==> config.mk <==
export PLATFORM = sky130hd
export DESIGN_NAME = dm_block_mover
export DESIGN_NICKNAME = d
export VERILOG_FILES = /design/src/rtl/dm_block_mover.sv
export SDC_FILE = /design/constraint.sdc
export NUM_CORES = 1
export LEC_CHECK = 0
export BUFFER_PORTS_ARGS = -buffer_cell sky130_fd_sc_hd__clkbuf_2
export CAP_MARGIN = 40
export CORE_UTILIZATION = 51
export CTS_CLUSTER_SIZE = 40
export DETAILED_ROUTE_END_ITERATION = 10
export PLACE_DENSITY_LB_ADDON = 0.1
export SLEW_MARGIN = 5
export SYNTH_ARGS = -nofsm -noshare
export SYNTH_HDL_FRONTEND = slang
export SYNTH_SLANG_ARGS = --single-unit
export TNS_END_PERCENT = 50
==> constraint.sdc <==
create_clock -name clk -period 2.64 [get_ports clk]
set_input_delay 0.264 -clock clk [delete_from_list [all_inputs] [get_ports clk]]
set_output_delay 0.264 -clock clk [all_outputs]
set_load 0.02 [all_outputs]
==> src/rtl/dm_block_mover.sv <==
// Block-transfer initiator for the data memory: COPY a run of words or FILL a region with a constant.
// Owns the memory port while busy; all outputs are registered and cleared by reset.
module dm_block_mover #(
  parameter int unsigned WIDTH     = 21,
  parameter int unsigned ADDR_BITS = 6
) (
  input  logic                 clk,
  input  logic                 reset,
  input  logic                 start,
  input  logic                 mode,
  input  logic [ADDR_BITS-1:0] src_addr,
  input  logic [ADDR_BITS-1:0] dst_addr,
  input  logic [ADDR_BITS:0]   len,
  input  logic [WIDTH-1:0]     fill_value,
  output logic                 busy,
  output logic                 done,
  output logic [ADDR_BITS-1:0] mem_addr,
  output logic [WIDTH-1:0]     mem_wdata,
  output logic                 mem_we,
  input  logic [WIDTH-1:0]     mem_rdata
);

  localparam logic [ADDR_BITS:0] Depth = {1'b1, {ADDR_BITS{1'b0}}};

  typedef enum logic [1:0] {StIdle, StRead, StWrite, StDone} state_e;

  state_e               state_q;
  logic                 fill_mode_q;
  logic [ADDR_BITS-1:0] src_ptr_q;
  logic [ADDR_BITS-1:0] dst_ptr_q;
  logic [ADDR_BITS:0]   count_q;
  logic [WIDTH-1:0]     fill_q;
  logic [ADDR_BITS:0]   len_clamped;

  assign len_clamped = (len > Depth) ? Depth : len;

  // mem_wdata doubles as the read-data holding register between READ and WRITE.
  always_ff @(posedge clk or posedge reset) begin
    if (reset) begin
      state_q     <= StIdle;
      fill_mode_q <= 1'b0;
      src_ptr_q   <= '0;
      dst_ptr_q   <= '0;
      count_q     <= '0;
      fill_q      <= '0;
      busy        <= 1'b0;
      done        <= 1'b0;
      mem_addr    <= '0;
      mem_wdata   <= '0;
      mem_we      <= 1'b0;
    end else begin
      unique case (state_q)
        StIdle: begin
          done <= 1'b0;
          if (start) begin
            fill_mode_q <= mode;
            src_ptr_q   <= src_addr;
            dst_ptr_q   <= dst_addr;
            fill_q      <= fill_value;
            count_q     <= len_clamped;
            if (len_clamped == '0) begin
              state_q <= StDone;
              done    <= 1'b1;
            end else if (!mode) begin
              state_q  <= StRead;
              busy     <= 1'b1;
              mem_addr <= src_addr;
            end else begin
              state_q   <= StWrite;
              busy      <= 1'b1;
              mem_addr  <= dst_addr;
              mem_wdata <= fill_value;
              mem_we    <= 1'b1;
            end
          end
        end
        StRead: begin
          state_q   <= StWrite;
          mem_addr  <= dst_ptr_q;
          mem_wdata <= mem_rdata;
          mem_we    <= 1'b1;
        end
        StWrite: begin
          dst_ptr_q <= dst_ptr_q + 1'b1;
          count_q   <= count_q - 1'b1;
          if (!fill_mode_q) src_ptr_q <= src_ptr_q + 1'b1;
          if (count_q == 1) begin
            state_q   <= StDone;
            busy      <= 1'b0;
            done      <= 1'b1;
            mem_we    <= 1'b0;
            mem_addr  <= '0;
            mem_wdata <= '0;
          end else if (!fill_mode_q) begin
            state_q   <= StRead;
            mem_we    <= 1'b0;
            mem_addr  <= src_ptr_q + 1'b1;
            mem_wdata <= '0;
          end else begin
            state_q   <= StWrite;
            mem_addr  <= dst_ptr_q + 1'b1;
            mem_wdata <= fill_q;
          end
        end
        StDone: begin
          state_q <= StIdle;
          done    <= 1'b0;
        end
        default: state_q <= StIdle;
      endcase
    end
  end

endmodule

# Yosys cells after proc, flatten, opt, wreduce, memory -nomap -nowiden
# Cells that the tools add are included.
# word_totals
regBits	73
out_inout_bits	30
elab_cells	78
inputBits	65
# classes
n_eq_ne	10
magnitude_cmp	1
mux	40
reduce_logical	13
n_addsub	3
# ops
operator	n
21-bit 2-to-1 mux	5
21-bit one-hot mux with 3 select lines	1
6-bit 2-to-1 mux	8
6-bit one-hot mux with 2 select lines	2
6-bit one-hot mux with 3 select lines	1
7-bit 2-to-1 mux	2
7-bit one-hot mux with 2 select lines	1
6-bit by 1-bit adder with 6-bit output, second input constant	2
1-bit 2-to-1 mux	11
2-bit 2-to-1 mux	5
2-bit != test, second input constant	5
2-bit one-hot mux with 4 select lines	1
4-bit AND reduction	2
7-bit by 1-bit equality test with 1-bit output, second input constant	1
7-bit greater-than comparator, second input constant	1
7-bit zero test	1
7-bit by 1-bit subtractor with 7-bit output, second input constant	1
1-bit one-hot mux with 3 select lines	2
2-bit AND reduction	3
3-bit AND reduction	2
3-bit nonzero test	2
5-bit AND reduction	1
2-bit equality test, second input constant	2
3-bit != test, second input constant	1
4 further kinds	4

# Depth between registers and ports, before layout
# depth
ltp_word	6
mapped_depth	7
depth_no_buf	7

# Worst setup path before layout
# No wires, ideal clock.
# synth_timing
path_type	register -> register
from	reg state_q[0]
to	reg fill_mode_q
setup_time_ns	0.125
period_less_slack_ns	1.698
slack_ns	0.942
required_ns	2.515
arrival_time_ns	1.573
path_stages_with_launch	7
n_path_buf	2
cell_sequence	dfrtp_1 -> inv_1 -> ha_1 -> buf_2 -> nand2_1 -> buf_2 -> mux2_2
# synth_between
elab_chain_len	2
# synth_rtl
element	line	source
start: declaration	27	state_e state_q;
start signal: assignment	40	state_q <= StIdle;
start signal: assignment	62	state_q <= StDone;
start signal: assignment	65	state_q <= StRead;
2-bit zero test	52	unique case (state_q)
2-bit AND reduction (no source line)	n/a	
end signal: assignment	56	fill_mode_q <= mode;
end: declaration	28	logic fill_mode_q;
# Every way passes these cells.
# A chain may end at the register's enable or synchronous reset.

# Worst setup path after layout
# layout_timing
from	reg state_q[1]
to	reg src_ptr_q[4]
# layout_between
elab_chain_len	3
word_cells_on_any_way	7
classes_between	3 x eq/ne; 1 x mux; 3 x reduce/logical
# layout_rtl
element	line	source
2-bit equality test or 2-bit zero test (tied branches)	52	
2-bit != test (no source line) or 2-bit nonzero test (tied branches)	n/a	
3-bit AND reduction (no source line)	n/a	
end signal: assignment	57	src_ptr_q <= src_addr;
end signal: assignment	86	if (!fill_mode_q) src_ptr_q <= src_ptr_q + 1'b1;
end: declaration	29	logic [ADDR_BITS-1:0] src_ptr_q;
# Several ways; a longest one is shown, not always the timed one.

==> flow_summary.json <==
{
  "status": "complete, but fails checks",
  "failed_checks": "negative hold slack",
  "fin_ws_ps": 490,
  "gp_congestion": 0.856,
  "grt_pass1_vias": 3413,
  "setup_viol": 0,
  "initialDrtViolationCount": 258,
  "die_area_um2": 8390,
  "drv_cap": 0,
  "synthArstFlopShare_pct": 100,
  "rsz0062_at_grt": "false",
  "drive_above_1_share_pct": 26.5,
  "final.period_utilization_pct": 81.4,
  "wl_per_cell_um": 15.7,
  "cts_buffers": 9,
  "setup_tns_ps": 0,
  "drtAntennaViolNets": 0,
  "synthTopCellsByArea": "dfrtp_1 (45%), nand2_1 (8.5%), a21oi_1 (5.9%)",
  "mappedNetlistArea_um2": 4090,
  "synth_enable_flop_cells": 0,
  "ctsLongestPathBuffers": 2,
  "postCtsSetupBuffers": 0,
  "finClkSkew_ps": 5.96,
  "switchingPower_mw": 3.10,
  "hold_buffers": 0,
  "grt_max_degree": 74,
  "r2r-end": "src_ptr_q[4]",
  "clk_pin_slew_ps": 80,
  "track_usage_pct": 25.2,
  "port_buffers": 94,
  "totalWireLength_mm": 10.1,
  "syn_avg_cell_area_um2": 9.02,
  "clk_latency_ps": 340,
  "ios": 95,
  "powerDensity_nw_per_um2": 1400,
  "grt_pass1_wl_mm": 16.7,
  "yosysUniqueCellTypes": 50,
  "vias": 3661,
  "ir_drop_v": 0.000631,
  "fin_nets": 610,
  "critPathRequiredTime_ps": 2860,
  "stdcell_count": 645,
  "rows": 32,
  "reg2regPathDepth": 7,
  "startpoint": "state_q[1]",
  "hold_viol_final": 5,
  "place_area_um2": 4600,
  "synth_ff_type": "dfrtp_1",
  "crit_type": "flip-flop to flip-flop",
  "grt_util_met2_pct": 40.7,
  "critPathMaxFanout": 12,
  "busiest_layer": "met2",
  "use_met1_pct": 35.4,
  "synth-seq-cells": 73,
  "die_w_um": 91.6,
  "diodes": 0,
  "yosysWarnings": 0,
  "drc_errors": 0,
  "cp-start-kind": "flip-flop",
  "start_util_pct": 53.0,
  "dp_hpwl_mm": 6.89,
  "cts_sinks": 73,
  "hold-worst-slack_ps": -12.7,
  "ys_seq_area_share_pct": 44.6,
  "final_cell_area_um2": 4820,
  "cp-end-kind": "flip-flop",
  "slew_headroom_pct": 58.2,
  "internal_power_mw": 3.67,
  "fmax_mhz": 465,
  "r2r-start": "state_q[1]",
  "combPwrFrac_pct": 54.4,
  "dp_slack_ps": 529,
  "cts-htree-levels": 3,
  "first_pass_iters": 5,
  "cts_resized": 0,
  "grt_overflow": 0,
  "grt.met3_usage_pct": 4.02,
  "synth_fp_nets": 526,
  "finalCriticalPeriod_ps": 2150,
  "switching_share_pct": 45.8,
  "die_y_um": 91.6,
  "slew_viol_final": 0,
  "power.leakage_nw": 2.25,
  "r2r_slack_ps": 490,
  "cts_tree": "done",
  "clockRootBuffer": "clkbuf_8",
  "hold_path.class": "input port to asynchronous set/reset pin",
  "synth_top_cell_area_share_pct": 44.6,
  "yosysTopAreaCell": "dfrtp_1",
  "dp_cells": 629,
  "synth_cells": 454,
  "synthToLayoutAreaGrowth_pct": 17.8,
  "clock_power_share_pct": 14.5,
  "vias_per_cell": 5.68,
  "worstPathArrival_ps": 2370,
  "core_um2": 7730,
  "tightestPinTransition_ps": 628,
  "antenna_found_initial": 0,
  "p_seq_share_pct": 31.1
}
## flip-flops by register name (all words and copies together), names as in the netlist
name	cells
busy	1
count_q	7
done	1
dst_ptr_q	6
fill_mode_q	1
fill_q	21
mem_addr	6
mem_wdata	21
mem_we	1
src_ptr_q	6
state_q	2
## how the worst max path moves through the flow
| stage | endpoint | slack [ps] | depth (start not counted) |
|---|---|---|---|
| after global routing | src_ptr_q[3] | 320 | 7 |
| final | src_ptr_q[4] | 490 | 7 |
| after floorplan | busy | 520 | 1 |
| after detailed placement | src_ptr_q[4] | 530 | 7 |
| after global placement | src_ptr_q[4] | 610 | 7 |
| after CTS | src_ptr_q[4] | 510 | 7 |
## cell usage in the layout (no fill, tap or decap), types with 8 or more instances in the layout
cell	Yosys	routed
clkbuf_2	0	94
nand2_1	93	93
dfrtp_1	73	73
a21oi_1	48	48
nor2_1	35	35
o31ai_1	23	23
mux2_2	17	17
o21ai_0	15	15
nand3_1	12	12
o21ai_1	10	10
clkbuf_8	0	10
buf_4	1	9
mux2_1	8	8
mux2i_1	8	8
inv_1	9	8
## synthesized netlist by cell type (3+ instances only)
master / n
dfrtp_1: 73
a31oi_1: 6
a21o_1: 3
o31ai_1: 23
mux2_2: 17
mux2_1: 8
clkbuf_1: 12
nand2_1: 93
a21oi_1: 48
nor3_1: 5
buf_2: 10
a211oi_1: 4
xnor2_1: 4
nor2b_1: 4
o21ai_0: 15
inv_1: 9
o21ai_1: 10
a32oi_1: 4
o22ai_1: 4
ha_1: 7
buf_6: 6
and2_1: 3
nand3_1: 12
mux2i_1: 8
nor2_1: 35
## critical path, stage by stage, from the launching register on
cell and delay [ps]:
dfrtp_1 410, inv_1 120, ha_2 340, mux2i_1 550, a21oi_1 170, nand2_1 100, a21oi_1 60, a221o_1 280
## through the flow
step	util (%)	total power, mW
2_1_floorplan	-	4.97
3_3_place_gp	59.6	5.68
3_5_place_dp	59.6	5.80
4_1_cts	62.4	6.79
5_1_grt	62.4	7.32
6_report	62.4	6.77
## logic make-up after synthesis
kind of cell | Yosys count | synth area share (%)
and+or+nand+nor | 165 | 17.9
AOI/OAI and AO/OA | 130 | 20.0
DFF | 73 | 44.6
buffers and inverters | 40 | 5.16
muxes | 33 | 8.83
adders and majority gates | 7 | 2.14
xor gates and xnor gates | 6 | 1.28
## power groups by stage
stage | clock network [mW] | registers (mW) | logic, mW
after global placement | 0 | 2.10 | 3.58
after detailed placement | 0 | 2.12 | 3.68
after CTS | 0.993 | 2.10 | 3.69
after floorplan | 0 | 2.26 | 2.70
after global routing | 1.04 | 2.18 | 4.10
final | 0.981 | 2.10 | 3.69
## layer usage
layer	up-vias	part of all wire [%]
li1	1769	-
met1	1755	46
met2	126	48
met3	11	5.6
met4	0	1.0
met5	-	0
## area by class of cell
cell class	count	area, µm²
multi-input combinational	341	2060
inverter	9	33.8
sequential	73	1830
clock inverter	5	78.8
timing repair buffer	104	558
fill	704	2900
clock buffer	11	141
tap	102	128
Power figures use the tool's default switching activity.
